$ cat config.mk
export PLATFORM = sky130hd
export DESIGN_NAME = stereo_mpx_demux
export DESIGN_NICKNAME = d
export VERILOG_FILES = /design/src/rtl/mpx_pkg.sv /design/src/rtl/mpx_gap_timer.sv /design/src/rtl/stereo_mpx_demux.sv
export SDC_FILE = /design/constraint.sdc
export NUM_CORES = 1
export LEC_CHECK = 0
export ABC_AREA = 1
export CAP_MARGIN = 15
export CELL_PAD_IN_SITES_DETAIL_PLACEMENT = 1
export CELL_PAD_IN_SITES_GLOBAL_PLACEMENT = 1
export CORE_MARGIN = 2
export CORE_UTILIZATION = 31
export CTS_CLUSTER_SIZE = 40
export DETAILED_ROUTE_END_ITERATION = 10
export PLACE_DENSITY = 0.71
export SETUP_SLACK_MARGIN = 0.02
export SLEW_MARGIN = 25
export SYNTH_ARGS = -nofsm -noshare
export SYNTH_HDL_FRONTEND = slang
export SYNTH_SLANG_ARGS = --single-unit
$ cat constraint.sdc
create_clock -name clk -period 2.3 [get_ports clk]
set_input_delay 0.46 -clock clk [delete_from_list [all_inputs] [get_ports clk]]
set_output_delay 0.46 -clock clk [all_outputs]
set_load 0.02 [all_outputs]
$ cat src/rtl/mpx_pkg.sv
// mpx_pkg: shared types and defaults for the stereo MPX receive path
package mpx_pkg;

    typedef enum logic {WAIT_FIRST, WAIT_SECOND} mpx_state_t;

    typedef logic signed [15:0] mpx_sample_t;

    localparam int unsigned DEFAULT_TIMEOUT = 64;

endpackage

$ cat src/rtl/mpx_gap_timer.sv
// mpx_gap_timer: saturating count of idle cycles since the last clear
module mpx_gap_timer
    import mpx_pkg::*;
#(
    parameter int unsigned TIMEOUT_CYCLES = DEFAULT_TIMEOUT
) (
    input  logic clk,
    input  logic reset,
    input  logic clear_i,
    output logic timeout_hit_o
);

    localparam int W = $clog2(TIMEOUT_CYCLES + 1);
    localparam logic [W-1:0] LIMIT = W'(TIMEOUT_CYCLES);

    logic [W-1:0] count_q, count_d;

    // Clear wins; otherwise count up and park at the limit
    always_comb count_d = clear_i ? '0 : (count_q == LIMIT) ? count_q : count_q + 1'b1;

    // Idle counter register
    always_ff @(posedge clk) count_q <= reset ? '0 : count_d;

    assign timeout_hit_o = (count_q == LIMIT);

endmodule

$ cat src/rtl/stereo_mpx_demux.sv
// stereo_mpx_demux: pilot removal and R/L pair reassembly of an MPX sample stream
module stereo_mpx_demux
    import mpx_pkg::*;
#(
    parameter int unsigned TIMEOUT_CYCLES = DEFAULT_TIMEOUT,
    parameter int unsigned CNT_WIDTH      = 32
) (
    input  logic                 clk,
    input  logic                 reset,
    input  logic [15:0]          mpx_in,
    input  logic                 mpx_valid,
    input  logic [15:0]          pilot_ref,
    input  logic                 swap,
    input  logic                 resync,
    output logic [15:0]          out_l,
    output logic [15:0]          out_r,
    output logic                 out_valid,
    output logic [CNT_WIDTH-1:0] pair_count,
    output logic [CNT_WIDTH-1:0] drop_count
);

    mpx_state_t           state_q;
    mpx_sample_t          sample, first_q, out_l_q, out_r_q;
    logic                 pair_swap_q, out_valid_q, timeout_hit;
    logic [CNT_WIDTH-1:0] pair_q, pair_d, drop_q, drop_d;

    mpx_gap_timer #(.TIMEOUT_CYCLES(TIMEOUT_CYCLES)) u_gap_timer (
        .clk          (clk),
        .reset        (reset),
        .clear_i      (mpx_valid | resync),
        .timeout_hit_o(timeout_hit)
    );

    // Pilot removal is a plain wrap subtraction, undoing the encoder's wrap add
    always_comb begin
        sample = mpx_sample_t'(mpx_in - pilot_ref);
        pair_d = &pair_q ? pair_q : pair_q + 1'b1;
        drop_d = &drop_q ? drop_q : drop_q + 1'b1;
    end

    // Pairing FSM with registered outputs; resync beats valid, valid beats timeout
    always_ff @(posedge clk) begin
        if (reset) begin
            state_q     <= WAIT_FIRST;
            first_q     <= '0;
            pair_swap_q <= 1'b0;
            out_l_q     <= '0;
            out_r_q     <= '0;
            out_valid_q <= 1'b0;
            pair_q      <= '0;
            drop_q      <= '0;
        end else begin
            out_valid_q <= 1'b0;
            if (mpx_valid && (state_q == WAIT_FIRST || resync)) begin
                first_q     <= sample;
                pair_swap_q <= swap;
            end
            case (state_q)
                WAIT_FIRST: if (mpx_valid) state_q <= WAIT_SECOND;
                WAIT_SECOND: begin
                    if (resync) begin
                        drop_q  <= drop_d;
                        state_q <= mpx_valid ? WAIT_SECOND : WAIT_FIRST;
                    end else if (mpx_valid) begin
                        out_l_q     <= pair_swap_q ? first_q : sample;
                        out_r_q     <= pair_swap_q ? sample : first_q;
                        out_valid_q <= 1'b1;
                        pair_q      <= pair_d;
                        state_q     <= WAIT_FIRST;
                    end else if (timeout_hit) begin
                        drop_q  <= drop_d;
                        state_q <= WAIT_FIRST;
                    end
                end
                default: state_q <= WAIT_FIRST;
            endcase
        end
    end

    assign out_l      = out_l_q;
    assign out_r      = out_r_q;
    assign out_valid  = out_valid_q;
    assign pair_count = pair_q;
    assign drop_count = drop_q;

endmodule

==> results of run 1 <==
[final timing paths]
kind                 startpoint             to  slack [ns]
hold reg to reg        out_l[1]       out_l[1]        0.47
setup / recovery      mpx_in[0]      out_l[12]        0.25
setup reg to reg  drop_count[1]  drop_count[9]        0.27
hold / removal         out_l[1]       out_l[1]        0.47
[worst reg2reg max path, delay by kind of cell, from the launching register on]
kind	cells	cell delay, ns
adder cells (fa/ha/maj)	1	0.25
AND/OR/NAND/NOR	6	0.81
buffers and inverters	2	0.32
flip-flops	1	0.42
AO/OA/AOI/OAI	1	0.17
[metrics by stage]
step                area, µm²  setup TNS [ns]  hold WS, ns  instances
finish                   9800               0        0.465       1632
global route             9800               0        0.476       1632
CTS                      9790               0        0.464       1632
detailed placement       9190           -3.66        0.455       1600
global placement         9190           -2.33        0.453       1600
floorplan                7280               0        0.452       1142
[per-layer routing]
layer  part of all wire  global-route usage
met1               0.48               0.259
met2               0.48               0.341
met3              0.032              0.0281
met4              0.011              0.0524
met5                  0                   0
[kinds of logic (layout without fill, tap and decap cells)]
| kind of cell | count (synthesis) | after routing | synth area share |
|---|---|---|---|
| buf+inv | 170 | 341 | 0.0993 |
| flops | 122 | 122 | 0.335 |
| xor+xnor | 62 | 62 | 0.0745 |
| fa+ha+maj | 20 | 20 | 0.0354 |
| simple gates | 586 | 586 | 0.326 |
| compound gates | 182 | 182 | 0.129 |
[Yosys cell counts]
master,n
nand2_4,1
nor3_2,2
o21ai_1,1
nor3_1,29
a21oi_2,3
o211ai_1,7
nand3_2,1
or2_2,1
buf_1,2
inv_2,3
o22ai_1,1
and2_1,1
a21oi_1,130
nand4_1,7
nand2_1,374
xnor2_1,17
nand3b_1,2
xor2_1,45
dfxtp_1,122
buf_2,2
inv_1,127
nor3b_1,1
nor2_2,4
buf_6,11
fa_1,1
ha_1,19
o21ai_0,40
nand3_1,46
nand3_4,1
nor2_1,116
clkbuf_1,25
[state kept, by name (all words and copies together), names as in the netlist]
name                 count
pair_count              32
u_gap_timer.count_q      7
drop_count              32
state_q                  1
out_r                   16
pair_swap_q              1
out_valid                1
out_l                   16
first_q                 16
[power by group through the flow]
stage | sequential [mW] | combinational, mW | clock, mW
global placement | 2.25 | 0.753 | 0
detailed placement | 2.25 | 0.769 | 0
CTS | 2.21 | 0.775 | 2.81
finish | 2.21 | 0.765 | 2.76
floorplan | 2.27 | 0.427 | 0
global route | 2.21 | 0.860 | 2.91
[area by class of cell]
cell class / count / area share
tap: 319 / 0.0407
multi-input combinational: 850 / 0.422
clock inverter: 12 / 0.0140
sequential: 122 / 0.249
timing repair buffer: 179 / 0.177
clock buffer: 20 / 0.0476
inverter: 130 / 0.0498
==> results.ini, run 1 <==
[yosys]
synth_cells=1142
yosysTopAreaCell=dfxtp_1
yosys.area.top_type_share=0.335
ys_seq_elements=122
synth_cell_types=31
seq_area_frac_synth=0.335
synth_nets=1199
synthesis.area_um2=7280
synth.avg_cell_area_um2=6.38
synthTopCellsByArea=dfxtp_1 (34%), nand2_1 (19%), a21oi_1 (8.9%)
yosys_warnings=0

[worst_setup_path]
crit_cells=13
arrival_ns=2.39
rr_worst_depth=10
cpLargestDelayFamily=adder cells
setup.worst_path.class=in2reg
cpPeakStageDelay_ns=0.45
slowest_stage=clkdlybuf4s50_1
crit_path_cell_trace=clkdlybuf4s50_1 > inv_1 > ha_1 > fa_1 > inv_1 > nand3_1 > nand3_2 > nand3_1 > nand3_1 > nand2_1 > nand3_1 > nand2_1 > a21oi_1
crit_path_frequent_cell=nand3_1
cp_data_required_time_ns=2.64
worstPathMaxFanout=3
end_kind=flop
startpoint_type=input port
worst-path-buf-inv=3

[floorplanning]
fp-row-count=56
die-area_um2=24700
die-width_um=157
core_um2=23300
die_h_um=157
initial_core_util=0.313
ioPinCount=134

[final_layout]
nFillCells=3041
seq_area_um2=2440
layout-drive-gt1-share=0.0746
mostFrequentLayoutCells=nand2_1 (374), clkdlybuf4s50_1 (132), a21oi_1 (130)
final_common_cell=nand2_1
nets=1357
multiInputGateArea_um2=4130
antenna_cells=0
area_growth_pct=34.6
utilization=0.421

[clock_network]
root_buffer=clkbuf_16
clockBufferDepth=2
insertion_delay_ns=0.42
cts_tree=done
cts_buffers=17
cts_sinks=122
ctsHoldBuffers=0
postCtsSetupBuffers=0
path_clk_slew_ns=0.06
htreeDepth=4
cts_resized=0

[pwr]
p_clk_frac=0.481
power_mw=5.73
peakVddDrop_mv=0.292
switching_share=0.271
share_comb_of_total_power=0.133
powerDensity_nw_per_um2=584
pwr-share-seq=0.385
power.leakage_nw=3.91
power_report.internal_total_mw=4.17
p_switching_mw=1.55

[route]
drt-vias-per-instance=4.74
ant_nets=0
via_count=7743
dr.pass1.iters=5
wire_per_inst_um=14.6
drc=0
drt_first_iter_violations=294
wl_um=23800

[timing]
finalHoldViolCount=0
maxSlewViolCount=0
fin_crit_ns=2.05
setup_viol=0
setup_slack_ns=0.250
period_share=0.891
slew_headroom=0.654
clock.fmax_ghz=0.488
finClkSkew_ns=0.00942
rsz0062_at_grt=no
tightest_slew_ns=0.515

[grt]
first_global_vias=7747
grt_max_degree=48
overflow=0
grtUsageTotal=0.198
grt_pass1_wl_um=39100
antenna_found_initial=0

[min_path]
hp-class=reg2reg
holdPathStages=2

[placement]
dp_slack_ns=-0.200
hpwl_um=18200
place.gp.congestion=0.832
port-buffer-count=133

[flow_run]
cap_violations=0

[status]
outcome=complete, no violations

(Power assumes the default switching activity.)
==> run 2: changes to the inputs <==
- CORE_MARGIN: 2 -> 5
- PLACE_DENSITY: 0.71 -> 0.7
- SYNTH_HIERARCHICAL: not set -> 1
==> results.ini, run 2 <==
[status]
outcome=complete, no violations

[worst_setup_path]
startpoint_type=input port
slowest_stage=clkdlybuf4s50_1
timing.rr.start=pair_count[0]
cp_data_required_time_ns=2.65
worstPathMaxFanout=3
timing.rr.end=pair_count[4]
arrival_ns=2.44
cpPeakStageDelay_ns=0.46
cpLargestDelayFamily=buffers and inverters
startpoint=mpx_in[0]
end_kind=flop
r2r_setup_slack_ns=0.22
rr_worst_depth=10
crit_path_cell_trace=clkdlybuf4s50_1 > inv_1 > ha_1 > fa_1 > inv_1 > nand2_1 > nand3_1 > buf_4 > xor2_1 > nand2_1 > a21oi_1
crit_cells=11
critical_path.endpoint=out_l[6]
worst-path-buf-inv=4
setup.worst_path.class=in2reg

[yosys]
synth_common_cells=nand2_1 (359), inv_1 (134), dfxtp_1 (122), nor2_1 (122), a21oi_1 (109)
synth_top_family_by_area=simple AND/OR/NAND/NOR gates
synthTopCellsByArea=dfxtp_1 (33%), nand2_1 (18%), a21oi_1 (7.3%)
synth_mux_area_frac=0
synth.avg_cell_area_um2=6.40
yosys.area.top_type_share=0.327
synth_fa_ha_area_frac=0.0345
synthesis.area_um2=7480
synth-compound-area-share=0.133
yosysTopAreaCell=dfxtp_1
synth_edf_count=0
synth-async-reset-ratio=0
synth_cell_types=34
seq_area_frac_synth=0.327
synthSimpleGateAreaFrac=0.343
synth_cells=1169
ys_seq_elements=122
synthFlopType=dfxtp_1
yosys_warnings=6
yosysMostFrequentCell=nand2_1
synth_xor_xnor_area_share=0.0656
synth_nets=1226

[floorplanning]
ioPinCount=134
initial_core_util=0.317
die-width_um=165
core_um2=23600
die-area_um2=27300
die_h_um=165
fp-row-count=56

[route]
drt-vias-per-instance=4.77
ant_nets=0
drt_first_iter_violations=348
via_count=7981
wl_um=25500
drc=0
wire_per_inst_um=15.2
dr.pass1.iters=5

[final_layout]
utilization=0.429
area_growth_pct=35.4
layout-drive-gt1-share=0.0990
final_common_cell=nand2_1
antenna_cells=0
nFillCells=3092
fin_area_um2=10100
nets=1399
mostFrequentLayoutCells=nand2_1 (359), inv_1 (134), clkdlybuf4s50_1 (132)

[pwr]
power.leakage_nw=4.06
powerDensity_nw_per_um2=560
peakVddDrop_mv=0.329

[placement]
dp_slack_ns=-0.217
hpwl_um=18800
port-buffer-count=133
place.gp.congestion=0.850
placed_area_um2=9550

[grt]
grtUsageTotal=0.189
grt_max_degree=84
grt_pass1_wl_um=41800
antenna_found_initial=0
first_global_vias=8244
overflow=0

[timing]
finalHoldViolCount=0
rsz0062_at_grt=no
finClkSkew_ns=0.0107
tightest_slew_ns=0.670
setup_slack_ns=0.210
maxSlewViolCount=0
slew_headroom=0.553
clock.fmax_ghz=0.478
period_share=0.909
setup_viol=0
fin_crit_ns=2.09

[clock_network]
htreeDepth=4
clockBufferDepth=2
cts_tree=done
postCtsSetupBuffers=0
cts_buffers=17
insertion_delay_ns=0.42
path_clk_slew_ns=0.06
cts_resized=0
cts_sinks=122
ctsHoldBuffers=0
root_buffer=clkbuf_16

[flow_run]
cap_violations=0

[min_path]
hp-class=reg2reg

-- run 2: tightest hold or removal path: stages, from the launching register on --
cell and delay, ns:
dfxtp_1 0.31, nand2_1 0.06, a21oi_1 0.05
-- run 2: kinds of logic after synthesis --
logic type	count (synthesis)
flops	122
compound gates	179
xor+xnor	56
fa+ha+maj	20
simple gates	615
buf+inv	177
-- run 2: worst min path at each step --
| stage | startpoint | endpoint | slack, ns | cells past startpoint |
|---|---|---|---|---|
| 4_1_cts | out_r[11] | out_r[11] | 0.47 | 2 |
| 2_1_floorplan | u_gap_timer/count_q[6] | u_gap_timer/count_q[6] | 0.46 | 2 |
| 6_report | out_l[11] | out_l[11] | 0.47 | 2 |
| 3_5_place_dp | out_r[11] | out_r[11] | 0.46 | 2 |
| 3_3_place_gp | out_l[9] | out_l[9] | 0.46 | 2 |
| 5_1_grt | reset | drop_count[17] | 0.49 | 4 |
-- run 2: per-layer routing --
layer	wire [µm]	global-route usage	up-vias
li1	-	-	4047
met1	11900	0.245	3794
met2	12300	0.324	119
met3	970	0.0380	21
met4	297	0.0420	0
met5	0	0	-
-- run 2: through the flow --
stage,hold slack [ns],setup TNS (ns),std cells,power (mW)
finish,0.470,0,1672,5.67
floorplan,0.463,0,1169,2.69
detailed placement,0.462,-4.32,1641,3.03
global placement,0.458,-2.77,1641,3.01
global route,0.490,0,1672,5.92
CTS,0.474,0,1671,5.75
-- run 2: final cells by class --
type	count	area (µm²)	area share
Timing Repair Buffer	192	1870	0.185
Inverter	138	518	0.0512
Sequential cell	122	2440	0.241
Tap cell	319	399	0.0394
Clock inverter	8	123	0.0121
Clock buffer	22	444	0.0439
Multi-Input combinational cell	871	4320	0.427
-- run 2: power breakdown --
part | total [mW] | leakage [nW] | internal [mW] | switching [mW]
clock | 2.69 | 0.266 | 1.69 | 1.01
sequential | 2.20 | 0.989 | 2.17 | 0.0359
combinational | 0.774 | 2.80 | 0.325 | 0.449
